**config.mk**
```make
export PLATFORM = sky130hd
export DESIGN_NAME = iobus_uart_tx
export DESIGN_NICKNAME = d
export VERILOG_FILES = /design/src/rtl/iobus_pkg.sv /design/src/rtl/sync_fifo.sv /design/src/rtl/iobus_uart_tx.sv
export SDC_FILE = /design/constraint.sdc
export NUM_CORES = 1
export LEC_CHECK = 0
export CAP_MARGIN = 10
export CORE_UTILIZATION = 45
export DETAILED_ROUTE_END_ITERATION = 10
export GPL_ROUTABILITY_DRIVEN = 0
export GPL_TIMING_DRIVEN = 0
export PLACE_DENSITY = 0.7
export SETUP_SLACK_MARGIN = 0.3
export SLEW_MARGIN = 30
export SYNTH_ARGS = -nofsm -noshare
export SYNTH_HDL_FRONTEND = slang
export SYNTH_SLANG_ARGS = --single-unit
```
**constraint.sdc**
```tcl
create_clock -name CLK -period 3.06 [get_ports CLK]
set_clock_uncertainty 0.15 [all_clocks]
set_input_delay 0.459 -clock CLK [delete_from_list [all_inputs] [get_ports CLK]]
set_output_delay 0.459 -clock CLK [all_outputs]
set_load 0.02 [all_outputs]
```
**src/rtl/iobus_pkg.sv**
```systemverilog
// Shared definitions for the IO-bus UART transmitter: register map, STATUS
// bit layout and serializer state encoding.
package iobus_pkg;

    localparam logic [31:0] ADDR_TXDATA  = 32'h1100_0040;
    localparam logic [31:0] ADDR_STATUS  = 32'h1100_0044;
    localparam logic [31:0] ADDR_BAUDDIV = 32'h1100_0048;

    localparam int ST_FULL    = 0;
    localparam int ST_EMPTY   = 1;
    localparam int ST_BUSY    = 2;
    localparam int ST_OVF     = 3;
    localparam int ST_CNT_LSB = 4;
    localparam int ST_CNT_MSB = 10;

    typedef enum logic [1:0] {
        S_IDLE  = 2'd0,
        S_START = 2'd1,
        S_DATA  = 2'd2,
        S_STOP  = 2'd3
    } tx_state_t;

    // A divisor below 2 cannot form a bit time, so it is raised to 2.
    function automatic logic [15:0] clamp_div(input logic [15:0] v);
        return (v < 16'd2) ? 16'd2 : v;
    endfunction

endpackage

```
**src/rtl/sync_fifo.sv**
```systemverilog
// Single-clock FIFO with wrapping pointers and a separate occupancy counter.
// Head entry is presented combinationally on pop_data.
module sync_fifo #(
    parameter int WIDTH = 8,
    parameter int DEPTH = 8
) (
    input  logic                   CLK,
    input  logic                   RST,
    input  logic                   push,
    input  logic [WIDTH-1:0]       push_data,
    input  logic                   pop,
    output logic [WIDTH-1:0]       pop_data,
    output logic                   push_ok,
    output logic                   full,
    output logic                   empty,
    output logic [$clog2(DEPTH):0] count
);

    localparam int AW = $clog2(DEPTH);
    localparam int CW = AW + 1;

    logic [WIDTH-1:0] mem [DEPTH];
    logic [AW-1:0]    wr_ptr;
    logic [AW-1:0]    rd_ptr;
    logic             do_push;
    logic             do_pop;

    // Handshake: push and pop are single-cycle requests. A pop is taken when
    // the FIFO is non-empty; a push is taken when not full, or when full and
    // a pop is taken in the same cycle. push_ok reports whether push was taken.
    assign do_pop   = pop && !empty;
    assign do_push  = push && (!full || do_pop);
    assign push_ok  = do_push;
    assign full     = (count == CW'(DEPTH));
    assign empty    = (count == '0);
    assign pop_data = mem[rd_ptr];

    always_ff @(posedge CLK) begin
        if (!RST) begin
            wr_ptr <= '0;
            rd_ptr <= '0;
            count  <= '0;
        end else begin
            if (do_push) begin
                wr_ptr <= wr_ptr + 1'b1;
            end
            if (do_pop) begin
                rd_ptr <= rd_ptr + 1'b1;
            end
            case ({do_push, do_pop})
                2'b10:   count <= count + 1'b1;
                2'b01:   count <= count - 1'b1;
                default: count <= count;
            endcase
        end
    end

    // Storage carries no reset; stale entries are unreachable once pointers clear.
    always_ff @(posedge CLK) begin
        if (RST && do_push) begin
            mem[wr_ptr] <= push_data;
        end
    end

endmodule

```
**src/rtl/iobus_uart_tx.sv**
```systemverilog
// Memory-mapped UART transmitter: TXDATA/STATUS/BAUDDIV registers on the CPU
// IO bus, a byte FIFO, and an 8N1 serializer with a programmable bit time.
module iobus_uart_tx
    import iobus_pkg::*;
#(
    parameter int FIFO_DEPTH   = 8,
    parameter int BAUD_DIV_RST = 868
) (
    input  logic        CLK,
    input  logic        RST,
    input  logic [31:0] IOBUS_ADDR,
    input  logic [31:0] IOBUS_OUT,
    input  logic        IOBUS_WR,
    output logic [31:0] IOBUS_IN,
    output logic        TX,
    output logic        TX_BUSY
);

    localparam int CW = $clog2(FIFO_DEPTH) + 1;

    logic          wr_txdata;
    logic          wr_status;
    logic          wr_baud;

    logic          fifo_pop;
    logic [7:0]    fifo_dout;
    logic          fifo_push_ok;
    logic          fifo_full;
    logic          fifo_empty;
    logic [CW-1:0] fifo_count;

    tx_state_t     state;
    logic          tx_q;
    logic [7:0]    shift_q;
    logic [2:0]    bit_idx;
    logic [15:0]   baud_cnt;
    logic [15:0]   div_lat;
    logic [15:0]   divisor;
    logic          ovf;
    logic          bit_end;
    logic [31:0]   status_word;
    logic          unused_out;

    assign wr_txdata  = IOBUS_WR && (IOBUS_ADDR == ADDR_TXDATA);
    assign wr_status  = IOBUS_WR && (IOBUS_ADDR == ADDR_STATUS);
    assign wr_baud    = IOBUS_WR && (IOBUS_ADDR == ADDR_BAUDDIV);
    assign unused_out = ^IOBUS_OUT[31:16];

    assign fifo_pop = (state == S_IDLE) && !fifo_empty;

    sync_fifo #(
        .WIDTH (8),
        .DEPTH (FIFO_DEPTH)
    ) u_fifo (
        .CLK       (CLK),
        .RST       (RST),
        .push      (wr_txdata),
        .push_data (IOBUS_OUT[7:0]),
        .pop       (fifo_pop),
        .pop_data  (fifo_dout),
        .push_ok   (fifo_push_ok),
        .full      (fifo_full),
        .empty     (fifo_empty),
        .count     (fifo_count)
    );

    always_ff @(posedge CLK) begin
        if (!RST) begin
            divisor <= 16'(BAUD_DIV_RST);
            ovf     <= 1'b0;
        end else begin
            if (wr_baud) begin
                divisor <= clamp_div(IOBUS_OUT[15:0]);
            end
            // A dropped push outranks a simultaneous software clear.
            if (wr_txdata && !fifo_push_ok) begin
                ovf <= 1'b1;
            end else if (wr_status && IOBUS_OUT[ST_OVF]) begin
                ovf <= 1'b0;
            end
        end
    end

    assign bit_end = (baud_cnt == (div_lat - 16'd1));

    // Serializer. div_lat holds the bit time for the whole frame so BAUDDIV
    // writes only apply from the next IDLE-to-START transition.
    always_ff @(posedge CLK) begin
        if (!RST) begin
            state    <= S_IDLE;
            tx_q     <= 1'b1;
            shift_q  <= '0;
            bit_idx  <= '0;
            baud_cnt <= '0;
            div_lat  <= '0;
        end else begin
            case (state)
                S_IDLE: begin
                    tx_q <= 1'b1;
                    if (!fifo_empty) begin
                        shift_q  <= fifo_dout;
                        div_lat  <= divisor;
                        baud_cnt <= '0;
                        bit_idx  <= '0;
                        tx_q     <= 1'b0;
                        state    <= S_START;
                    end
                end
                S_START: begin
                    if (bit_end) begin
                        baud_cnt <= '0;
                        tx_q     <= shift_q[0];
                        shift_q  <= {1'b0, shift_q[7:1]};
                        state    <= S_DATA;
                    end else begin
                        baud_cnt <= baud_cnt + 16'd1;
                    end
                end
                S_DATA: begin
                    if (bit_end) begin
                        baud_cnt <= '0;
                        if (bit_idx == 3'd7) begin
                            tx_q  <= 1'b1;
                            state <= S_STOP;
                        end else begin
                            tx_q    <= shift_q[0];
                            shift_q <= {1'b0, shift_q[7:1]};
                            bit_idx <= bit_idx + 3'd1;
                        end
                    end else begin
                        baud_cnt <= baud_cnt + 16'd1;
                    end
                end
                S_STOP: begin
                    if (bit_end) begin
                        baud_cnt <= '0;
                        state    <= S_IDLE;
                    end else begin
                        baud_cnt <= baud_cnt + 16'd1;
                    end
                end
                default: begin
                    state <= S_IDLE;
                    tx_q  <= 1'b1;
                end
            endcase
        end
    end

    assign TX      = tx_q;
    assign TX_BUSY = (state != S_IDLE) || !fifo_empty;

    always_comb begin
        status_word                        = '0;
        status_word[ST_FULL]               = fifo_full;
        status_word[ST_EMPTY]              = fifo_empty;
        status_word[ST_BUSY]               = (state != S_IDLE);
        status_word[ST_OVF]                = ovf;
        status_word[ST_CNT_MSB:ST_CNT_LSB] = 7'(fifo_count);
    end

    // Unmapped addresses read as zero so the bus can OR peripherals together.
    always_comb begin
        IOBUS_IN = '0;
        case (IOBUS_ADDR)
            ADDR_STATUS:  IOBUS_IN = status_word;
            ADDR_BAUDDIV: IOBUS_IN = {16'b0, divisor};
            default:      IOBUS_IN = '0;
        endcase
    end

endmodule

```
Word level (Yosys, flattened, before mapping)
Memory sizes are Yosys's and may differ from the RTL's. A register that Yosys moved wholly into a read port is not among the register bits.
Index checks and enable logic that the tools add are counted.

operators by class
  $add $sub $neg = 7
  $lt $le $gt $ge = 1
  equal/unequal tests = 17
  muxes and demuxes = 32
  bitwise logic cells = 1
  reductions and logical operators = 27

operators with widths
  cell                   number
  $eq 32x29->1 const B   3
  $pmux 16 s2            2
  $mux 16                3
  $mux 8                 4
  $pmux 8 s3             1
  $add 16x1->16 const B  1
  $eq 16x16->1           1
  $lt 16x2->1 const B    1
  $sub 16x1->16 const B  1
  $mux 3                 5
  $ne 2x2->1 const B     6
  $mux 2                 5
  $reduce_and 5->1       2
  $add 3x1->3 const B    3
  $logic_and 1x1->1      9
  $mux 1                 8
  $pmux 2 s4             1
  $pmux 4 s2             1
  $reduce_bool 2->1      4
  $eq 2x2->1 const B     3
  $pmux 3 s2             1
  $add 4x1->4 const B    1
  $eq 2x1->1 const B     2
  $eq 4x4->1 const B     1
  13 further kinds       16

word-level totals
  register bits = 73
  bits in writable memories = 64
  input bits = 67
  output and inout bits = 34
  word-level logic and storage cells = 97
  memories = 1

memory list
  memory      words  width  read ports  clocked after memory_dff  write ports  RTL line         text
  u_fifo.mem  8      8      1           1                         1            sync_fifo.sv:22  logic [WIDTH-1:0] mem [DEPTH];

Longest topological paths before layout
Gate-level depths: netlist (run 1).

  word-level depth = 9
  mapped depth = 16
  mapped depth without buffers = 14

Cells and area by module
Synthesis (run 1) repeated with hierarchy kept, for this count alone.

unflattened totals
  cell total of the unflattened synthesis = 626
  area total of the unflattened synthesis = 6860.3 sq um

by module, submodules not included
  module         times used  cells each  area an instance (sq um)  sequential area each (sq um)
  iobus_uart_tx  1           449         3712.3                    1261.2
  sync_fifo      1           177         3148.0                    2182.1

Least setup slack after synthesis (run 1)
No wires, ideal clock.

  kind = register to register
  start = register div_lat[5]
  end = register bit_idx[1]
  library setup time = 0.059 ns
  arrival time = 2.924 ns
  data required time = 2.851 ns
  setup slack = -0.073 ns
  stages on the path, launching flop included = 10
  buffers on the path = 1
  period minus slack after synthesis = 3.133 ns
  path through = dfxtp_1 > or4_1 > buf_4 > nor4_4 > xor2_1 > o311a_1 > or4b_1 > or4_1 > nor3_2 > a22o_1

on the way
  word-level cells in the longest chain between the ends = 4

ends and longest elaborated chain
  element                     RTL line              text
  start, declared             iobus_uart_tx.sv:37   logic [15:0] div_lat;
  start signal, assigned      iobus_uart_tx.sv:102  div_lat <= divisor;
  $sub 16x1->16               iobus_uart_tx.sv:84   assign bit_end = (baud_cnt == (div_lat - 16'd1));
  $eq 16x16->1                iobus_uart_tx.sv:84
  $ne 2x2->1 (no line)        -
  $reduce_and 4->1 (no line)  -
  end signal, assigned        iobus_uart_tx.sv:128  bit_idx <= bit_idx + 3'd1;
  end, declared               iobus_uart_tx.sv:35   logic [2:0] bit_idx;

Every way passes these cells.
A chain may end at the register's enable or synchronous reset.

Final worst setup path (run 1)
  start = register div_lat[8]
  end = register bit_idx[2]

The elaborated chain is that of the path after synthesis.

==> results of run 1 <==
through the flow:
stage	setup slack (ns)	power, uW	hold slack [ns]
6_report	-0.121	4050	0.314
5_1_grt	-0.188	4150	0.330
4_1_cts	-0.215	4060	0.317
3_5_place_dp	-1.07	2150	0.306
3_3_place_gp	-1.00	2150	0.296
2_1_floorplan	-0.0340	2050	0.283
logic make-up after synthesis:
group                      Yosys count
xor gates and xnor gates            30
AOI/OAI and AO/OA                  123
muxes                               35
DFF                                140
buffers and inverters               77
adders and majority gates           14
and+or+nand+nor                    270
other                                1
final cells by class:
cell class / instances / area share (%)
Multi-Input combinational cell: 488 / 40.0
Sequential cell: 140 / 37.1
Timing Repair Buffer: 100 / 9.32
Clock buffer: 18 / 4.59
Buffer: 58 / 4.25
Tap cell: 188 / 2.51
Clock inverter: 14 / 1.32
Inverter: 19 / 0.896
cell usage after synthesis, types with 3 or more instances:
master and instances:
edfxtp_1 64, a211oi_1 3, a22oi_1 5, dfxtp_1 76, nor4b_1 3, o21ai_1 11
buf_2 5, xnor2_1 13, nor3b_1 10, or3_1 5, nand3_1 13, nor2_1 40
nor3_1 19, o2111ai_1 3, inv_1 18, mux2i_1 18, a21oi_1 44, nand2b_1 3
a22o_1 9, a32oi_1 3, o21ai_0 16, nand2_1 112, clkbuf_1 34, nand4_1 3
a31oi_1 5, nor4_1 16, and3_1 12, and2_1 14, or4_1 5, mux4_2 16
ha_1 13, xor2_1 17, buf_4 17
power by group through the flow:
stage                     combinational [uW]  sequential [uW]  clock [uW]
after floorplan                         56.6             1990           0
after global placement                   153             1990           0
after detailed placement                 156             1990           0
after CTS                                145             1950        1960
after global routing                     160             1950        2040
final                                    151             1950        1950
what timing repair did:
item,4_1_cts,5_1_grt
pin swaps,27,30
endpoints found under the hold margin,0,0
setup endpoints to repair,130,80
cloned,2,0
gates resized for setup,181,108
setup buffers,20,11
how the worst max path moves through the flow:
stage	start	end
final	div_lat[8]	bit_idx[2]
after global routing	div_lat[8]	bit_idx[2]
after CTS	div_lat[3]	bit_idx[2]
after detailed placement	IOBUS_ADDR[27]	IOBUS_IN[11]
after global placement	IOBUS_ADDR[27]	IOBUS_IN[11]
after floorplan	div_lat[6]	bit_idx[2]
worst min-delay path, cell delays in order, from the launching register on:
cell	delay, ns
dfxtp_1	0.31
nand2_1	0.05
mux2i_1	0.05
layer usage:
| metal | GRT usage [%] | part of all wire (%) | up-vias |
|---|---|---|---|
| met4 | 9.36 | 2.8 | 0 |
| met3 | 5.53 | 6.8 | 50 |
| li1 | - | - | 2749 |
| met5 | 0 | 0 | - |
| met1 | 30.1 | 41 | 2876 |
| met2 | 40.8 | 49 | 265 |
sequential cells by signal, summed over array words and instances (netlist names), 4 cells and up, named ones only:
| name | cells |
|---|---|
| u_fifo.count | 4 |
| divisor | 16 |
| baud_cnt | 16 |
| div_lat | 16 |
| shift_q | 8 |
| u_fifo.mem | 64 |
==> results by group, run 1 <==
Run status
  • Outcome: complete, but fails checks
  • Violated checks: negative setup slack

Critical path
  • Largest stage delay on the critical path: 0.52 ns
  • Reg2Reg Setup Slack: -0.12 ns
  • Cell mode on critical path: or4_4
  • Data required, critical path: 3.28 ns
  • Startpoint types: flop
  • Critical path class: reg -> reg
  • Critical R2R Launch: div_lat[8]
  • FF-to-FF End: bit_idx[2]
  • Worst Path Buf+Inv: 1
  • CP max FO: 3
  • Critical-path cell list: or4_4 > buf_6 > nor4_4 > xor2_1 > o311a_1 > or4b_4 > or4_4 > nor3_4 > a22o_1
  • CP arrival: 3.41 ns
  • CP max stage cell: or4_4
  • Logic depth of the worst path, buffers included: 9
  • Reg2Reg Depth: 9
  • Crit. End Element: flop
  • Critical path's top delay family: simple AND/OR/NAND/NOR gates

Route
  • Routed WL per cell: approximately 19 um
  • Initial DRC count: between 500 and 600
  • Detailed-route DRC error count: 0
  • DRT Pass-1 Iters: 5
  • Detailed Route WL: around 19 mm
  • Vias per cell: around 5.8
  • Via count: 5940
  • Antenna viol nets, final: 0

Pwr
  • Pwr dens: around 430 nW/um2
  • Flop pwr share: around half
  • Leakage: about 0.0035 uW
  • NetSw: about 970 uW
  • Worst vdd ir: approximately 0.0004 V
  • P_int: ~3000 uW
  • Switching power share of the total: a little under a quarter
  • Clk pwr share: roughly half
  • Combinational power share: between 3 and 4%

Logic synthesis
  • Post-synthesis cell area: a little under 7000 um2
  • Compound-gate portion of the synthesized area: a little under an eighth
  • Sequential area share after synthesis: between 40% and 50%
  • Most common flop cell mapped by yosys: dfxtp_1
  • Number of distinct library cells after synthesis: 68
  • Largest family of logic cells by synthesized area: simple AND/OR/NAND/NOR gates
  • FF+latch count, synth: 140
  • Synth Area in Simple Gates: 19.7%
  • Synth area leaders: edfxtp_1 28%, dfxtp_1 22%, nand2_1 6.0%
  • XOR/XNOR share of the synthesized area: under 10%
  • Adder-cell share of the synthesized area: under 10%
  • Async set-reset flop share out of synthesis: 0%
  • Post-synth EDFFs: 64
  • Post-Synthesis Cells: slightly below 700
  • Mux cell area share after synthesis: roughly 8%
  • Number of synthesis warnings: 0
  • Syn Area/Cell: between 10 and 15 um2
  • Synth top area share: between 20% and 30%
  • Leading area contributor after synthesis: edfxtp_1

Floorplanning
  • Die area: approximately 16000 um2
  • Row Count: 45
  • Starting Density: a little under half
  • Die Y: between 100 and 150 um
  • Core area: approximately 15000 um2
  • Die X: about 130 um
  • Io pins: 101

CTS
  • Clock sinks: 140
  • Worst skew pair latency: between 0.4 and 0.5 ns
  • # hold bufs at CTS: 0
  • Clk root buf: clkbuf_16
  • Num CTS Buffers: 17
  • CTS tree: yes
  • Clock buffer depth: 2
  • H-tree levels: 4
  • Clock slew at reported path FFs: 0.06 ns

Global route
  • Grt total ovfl: 0
  • Initial antenna violation count: 0
  • Overall routing resource usage: roughly 24%
  • First-pass GRT wire length: about 30 mm
  • Number of global-route vias before repair: 5636
  • Largest net degree at the start of global routing: 17

Timing
  • Hold Vio Cnt, Final: 0
  • Tcrit/Tclk final: 104%
  • Min cycle time layout: about 3.2 ns
  • Final Max Slew Viols: 0
  • F_max: about 310 MHz
  • RSZ-0062 raised after global routing: true
  • Setup violation total in the final timing report: 5
  • Worst-Margin Slew: between 0.7 and 0.8 ns
  • Worst rel slew slack: roughly half
  • Final setup margin: -0.121 ns
  • Setup TNS Final: -0.396 ns

Finish
  • Area taken by multi-input logic gates: approximately 3700 um2
  • Final Util: about three fifths
  • # fillers: roughly 1200
  • Area growth syn-to-layout: 34.4%
  • Fin cells: 1025
  • Most frequent cells in the layout: 112 x nand2_1, 64 x dfxtp_1, 64 x edfxtp_1
  • Commonest non-fill, non-tap cell in the layout: nand2_1
  • # diodes: 0
  • Register area: 3470 um2
  • Nets: 905
  • Design area: between 9000 and 10000 um2
  • Share of layout cells above drive strength 1: between 20 and 30%

Min path
  • Endpoint, Worst Hold: shift_q[4]
  • Hold Path Origin: shift_q[4]
  • Worst Hold Depth: 2
  • Hold crit path type: reg -> reg

Placed design
  • Port Buffers: 67
  • Placed cells: 960
  • Placed cell area: around 8200 um2
  • HPWL after DPL: 12.5 mm

Flow run
  • Max-cap check violation count: 0
No activity file was read; power rests on OpenSTA's default activity.
==> run 2, diff against run 1 <==
--- a/config.mk
+++ b/config.mk
@@ -6,11 +6,12 @@
 export NUM_CORES = 1
 export LEC_CHECK = 0
 export CAP_MARGIN = 10
-export CORE_UTILIZATION = 45
+export CORE_UTILIZATION = 49
 export DETAILED_ROUTE_END_ITERATION = 10
 export GPL_ROUTABILITY_DRIVEN = 0
 export GPL_TIMING_DRIVEN = 0
-export PLACE_DENSITY = 0.7
+export HOLD_SLACK_MARGIN = 0.05
+export PLACE_DENSITY = 0.75
 export SETUP_SLACK_MARGIN = 0.3
 export SLEW_MARGIN = 30
 export SYNTH_ARGS = -nofsm -noshare
==> results by group, run 2 (synthesis results as in run 1) <==
Critical path
  • Critical R2R Launch: div_lat[8]
  • Data required, critical path: between 3 and 4 ns
  • CP max FO: 5
  • Critical path class: reg -> reg
  • Critical-path cell list: or4_4 > buf_8 > nor4_4 > xor2_1 > o311a_1 > or4b_4 > o31ai_1 > a31oi_1 > a22o_1
  • CP max stage cell: or4_4
  • Reg2Reg Depth: 9
  • Reg2Reg Setup Slack: -0.30 ns
  • Startpoint types: flop
  • Worst Path Buf+Inv: 1
  • Largest stage delay on the critical path: about 0.54 ns
  • CP startpoint: div_lat[8]
  • FF-to-FF End: bit_idx[2]
  • Critical path's top delay family: simple AND/OR/NAND/NOR gates
  • Crit. End Element: flop
  • CP arrival: about 3.5 ns

Floorplanning
  • Row Count: 43
  • Core area: 13900 um2
  • Die area: approximately 15000 um2
  • Die X: around 120 um
  • Die Y: approximately 120 um
  • Starting Density: between 50% and 60%
  • Io pins: slightly above 100

Finish
  • Commonest non-fill, non-tap cell in the layout: nand2_1
  • Max FFs per register: 64
  • Design area: between 9000 and 10000 um2
  • # diodes: 0
  • Share of layout cells above drive strength 1: 30.3%
  • Biggest register: u_fifo.mem
  • # fillers: 993
  • Most frequent cells in the layout: 112 x nand2_1, 65 x dfxtp_1, 64 x edfxtp_1
  • Area growth syn-to-layout: 34.5%
  • Final Util: between 60 and 70%
  • Nets: approximately 910

Global route
  • Initial antenna violation count: 0
  • Overall routing resource usage: 27.1%
  • Largest net degree at the start of global routing: 17
  • Number of global-route vias before repair: about 6000
  • Grt total ovfl: 0
  • First-pass GRT wire length: around 30 mm

Route
  • Vias per cell: approximately 6.0
  • DRT Pass-1 Iters: 5
  • Detailed-route DRC error count: 0
  • Via count: ~6100
  • Detailed Route WL: roughly 20 mm
  • Routed WL per cell: between 15 and 20 um
  • Antenna viol nets, final: 0
  • Initial DRC count: 645

Timing
  • F_max: between 200 and 300 MHz
  • Hold_ws: between 0.3 and 0.4 ns
  • Hold Vio Cnt, Final: 0
  • Final setup margin: -0.300 ns
  • Worst-Margin Slew: 0.855 ns
  • Min cycle time layout: between 3 and 4 ns
  • Tcrit/Tclk final: 110%
  • Worst rel slew slack: approximately 43%
  • Setup TNS Final: -2.25 ns
  • Final Max Slew Viols: 0
  • RSZ-0062 raised after global routing: true
  • Setup violation total in the final timing report: 29

Min path
  • Worst Hold Depth: 2
  • Hold crit path type: reg -> reg
  • Hold Path Origin: shift_q[6]
  • Endpoint, Worst Hold: shift_q[6]

Pwr
  • Pwr dens: 433 nW/um2
  • Leakage: ~0.0035 uW
  • Worst vdd ir: 0.000392 V

CTS
  • Clock slew at reported path FFs: roughly 0.060 ns
  • Worst skew pair latency: ~0.43 ns
  • Clock buffer depth: 2
  • Clk root buf: clkbuf_16
  • Num CTS Buffers: 17
  • H-tree levels: 4
  • # hold bufs at CTS: 0
  • Clock sinks: 140
  • CTS tree: yes

Run status
  • Violated checks: negative setup slack
  • Outcome: complete, but fails checks

Placed design
  • Port Buffers: 67
  • Placed cell area: around 8200 um2
  • HPWL after DPL: 12.7 mm
  • Place WS: -1.00 ns

Flow run
  • Max-cap check violation count: 0
==> run 2: cell types whose count changed in the layout (fill, tap and decap cells not counted), sizes merged <==
cell	change
buf	+16
clkdlybuf4s15	-3
clkinvlp	+1
clkbuf	-7
dlymetal6s2s	-1
dlygate4sd2	+1
==> run 2: final cells by class <==
| cell class | instances | area (um2) | share of cell area [%] |
|---|---|---|---|
| plain buffers | 58 | 413 | 4.41 |
| clock buffers | 17 | 425 | 4.54 |
| clock inverters | 15 | 129 | 1.38 |
| inverters | 19 | 81.3 | 0.868 |
| multi-input cells | 488 | 3780 | 40.3 |
| flip-flops and latches | 140 | 3470 | 37.0 |
| well taps | 180 | 225 | 2.40 |
| repair buffers | 107 | 850 | 9.07 |
==> run 2: metal layers <==
metal	GRT usage, %	up-vias	wire length, um
met2	47.4	350	9800
met4	11.7	0	786
met5	0	-	0
li1	-	2763	-
met1	32.4	2947	7760
met3	5.26	82	1620
==> run 2: stage by stage <==
step / instances / power (uW)
finish: 1024 / 4050
global route: 1024 / 4140
CTS: 1011 / 4050
detailed placement: 952 / 2150
global placement: 952 / 2150
floorplan: 705 / 2050
==> run 2: timing repair <==
action                                 4_1_cts  5_1_grt
cloned                                       2        0
pin swaps                                   37       38
gates resized for setup                    229       66
endpoints found under the hold margin        0        0
setup endpoints to repair                  130       77
buffers inserted                            25       13
==> run 2: how the worst max path moves through the flow <==
stage | depth (start not counted) | to | slack [ns]
finish | 9 | bit_idx[2] | -0.30
global route | 9 | bit_idx[2] | -0.35
CTS | 9 | bit_idx[2] | -0.23
detailed placement | 7 | IOBUS_IN[11] | -1.00
global placement | 7 | IOBUS_IN[11] | -0.95
floorplan | 9 | bit_idx[2] | -0.03
==> run 2: worst register-to-register path: stages (launching register included) <==
cell	delay, ns
dfxtp_4	0.34
or4_4	0.54
buf_8	0.15
nor4_4	0.27
xor2_1	0.13
o311a_1	0.34
or4b_4	0.53
o31ai_1	0.33
a31oi_1	0.20
a22o_1	0.27
==> run 2: power breakdown <==
group	switching [uW]	leakage (uW)	total (uW)	internal, uW
logic	87.8	0.00200	152	64.2
registers	0.00000921	0.00119	1950	1950
clock network	889	0.000266	1950	1060
==> run 3, diff against run 2 <==
--- a/config.mk
+++ b/config.mk
@@ -13,6 +13,7 @@
 export HOLD_SLACK_MARGIN = 0.05
 export PLACE_DENSITY = 0.75
 export SETUP_SLACK_MARGIN = 0.3
+export SKIP_LAST_GASP = 1
 export SLEW_MARGIN = 30
 export SYNTH_ARGS = -nofsm -noshare
 export SYNTH_HDL_FRONTEND = slang
==> results by group, run 3 (synthesis results as in run 1) <==
Run status
  • Outcome: complete, but fails checks
  • Violated checks: negative setup slack

Route
  • Routed WL per cell: approximately 19 um
  • Initial DRC count: 540
  • DRT Pass-1 Iters: 6
  • Vias per cell: 5.98
  • Detailed-route DRC error count: 0
  • Detailed Route WL: just under 20 mm
  • Via count: just over 6000
  • Antenna viol nets, final: 0

Pwr
  • Clk pwr share: roughly half
  • Total power: a little over 4000 uW
  • Pwr dens: roughly 440 nW/um2
  • NetSw: just under 1000 uW
  • Worst vdd ir: 0.000388 V
  • Flop pwr share: around half
  • P_int: 3070 uW
  • Switching power share of the total: 23.9%
  • Combinational power share: 3.7%
  • Leakage: 0.00344 uW

Critical path
  • Critical R2R Launch: div_lat[3]
  • CP max stage cell: nor4b_1
  • Worst Path Buf+Inv: 2
  • Crit. End Element: flop
  • Startpoint types: flop
  • CP max FO: 5
  • Reg2Reg Setup Slack: -0.41 ns
  • Critical path's top delay family: simple AND/OR/NAND/NOR gates
  • CP arrival: roughly 3.7 ns
  • Data required, critical path: between 3 and 4 ns
  • Critical-path cell list: buf_6 > or4_4 > buf_4 > nor4_1 > nand2_1 > a211oi_2 > nor2_2 > nor4b_1 > o221a_4 > mux2i_1
  • Largest stage delay on the critical path: 0.58 ns
  • Critical path class: reg -> reg
  • FF-to-FF End: state[1]
  • Reg2Reg Depth: 10

Global route
  • Overall routing resource usage: between 20% and 30%
  • Largest net degree at the start of global routing: 17
  • Initial antenna violation count: 0
  • Number of global-route vias before repair: between 6000 and 7000
  • Grt total ovfl: 0
  • First-pass GRT wire length: 30.0 mm

Timing
  • Setup violation total in the final timing report: 27
  • RSZ-0062 raised after global routing: true
  • Min cycle time layout: ~3.5 ns
  • Tcrit/Tclk final: 113%
  • Final setup margin: -0.410 ns
  • Worst-Margin Slew: 0.799 ns
  • Final Max Slew Viols: 0
  • Hold Vio Cnt, Final: 0
  • F_max: 288 MHz
  • Worst rel slew slack: 46.7%

Floorplanning
  • Row Count: between 40 and 50
  • Die X: 121 um
  • Die area: between 10000 and 15000 um2
  • Die Y: about 120 um
  • Starting Density: approximately 50%
  • Core area: between 10000 and 15000 um2
  • Io pins: roughly 100

Placed design
  • HPWL after DPL: approximately 13 mm
  • Port Buffers: between 60 and 70

Min path
  • Worst Hold Depth: 2
  • Hold Path Origin: shift_q[6]
  • Hold crit path type: reg -> reg
  • Endpoint, Worst Hold: shift_q[6]

Finish
  • Max FFs per register: 64
  • Share of layout cells above drive strength 1: between 20% and 30%
  • Nets: roughly 900
  • Most frequent cells in the layout: 112 x nand2_1, 64 x dfxtp_1, 64 x edfxtp_1
  • # diodes: 0
  • Area growth syn-to-layout: 33.4%
  • Commonest non-fill, non-tap cell in the layout: nand2_1
  • Biggest register: u_fifo.mem
  • Final Util: roughly two thirds

CTS
  • H-tree levels: 4
  • # hold bufs at CTS: 0
  • Clock slew at reported path FFs: 0.06 ns
  • Num CTS Buffers: 17
  • CTS tree: yes
  • Clock sinks: between 100 and 150
  • Clk root buf: clkbuf_16
  • Clock buffer depth: 2
  • Worst skew pair latency: roughly 0.43 ns

Flow run
  • Max-cap check violation count: 0
==> run 3: what timing repair did <==
action	CTS	global route
cloned	2	0
endpoints found under the setup margin	130	77
pin swaps	36	33
gates resized for setup	228	52
setup buffers	25	12
==> run 3: per-stage QoR <==
step / cells / hold slack (ns) / setup slack [ns] / cell area, um2 / TNS [ns]
6_report: 1023 / 0.326 / -0.410 / 9290 / -2.45
5_1_grt: 1023 / 0.338 / -0.443 / 9290 / -5.09
4_1_cts: 1011 / 0.324 / -0.228 / 9060 / -0.669
3_5_place_dp: 952 / 0.305 / -1.00 / 8150 / -35.29
3_3_place_gp: 952 / 0.296 / -0.950 / 8110 / -43.84
2_1_floorplan: 705 / 0.283 / -0.0340 / 7220 / -0.0677
==> run 3: area by class of cell <==
type                       count  area [um2]
fill                        1018        4600
multi-input combinational    488        3710
sequential                   140        3470
timing repair buffer         106         831
clock buffer                  17         425
buffer                        58         414
tap                          180         225
clock inverter                15         129
inverter                      19        81.3
==> run 3: how the worst max path moves through the flow <==
stage	start	cells past startpoint	end
3_3_place_gp	IOBUS_ADDR[31]	7	IOBUS_IN[11]
5_1_grt	div_lat[9]	10	state[1]
2_1_floorplan	div_lat[6]	9	bit_idx[2]
3_5_place_dp	IOBUS_ADDR[31]	7	IOBUS_IN[11]
4_1_cts	div_lat[3]	9	bit_idx[2]
6_report	div_lat[3]	10	state[1]
==> run 3: worst register-to-register path, cell delays in order, from the launching register on <==
cell and delay [ns]:
dfxtp_2 0.31, buf_6 0.11, or4_4 0.55, buf_4 0.16, nor4_1 0.39, nand2_1 0.17
a211oi_2 0.36, nor2_2 0.12, nor4b_1 0.58, o221a_4 0.29, mux2i_1 0.19
==> run 3: metal layers <==
metal | track usage (%) | vias up | share of wire, %
met2 | 47.4 | 332 | 50
met3 | 5.26 | 59 | 6.5
li1 | - | 2767 | -
met4 | 11.7 | 0 | 3.1
met1 | 32.4 | 2959 | 40
met5 | 0 | - | 0
==> run 3: power groups by stage <==
stage                     clock [uW]  combinational, uW  sequential, uW
after detailed placement           0                157            1990
after global placement             0                153            1990
after CTS                       1950                146            1950
after floorplan                    0               56.6            1990
final                           1940                149            1950
after global routing            2030                157            1950
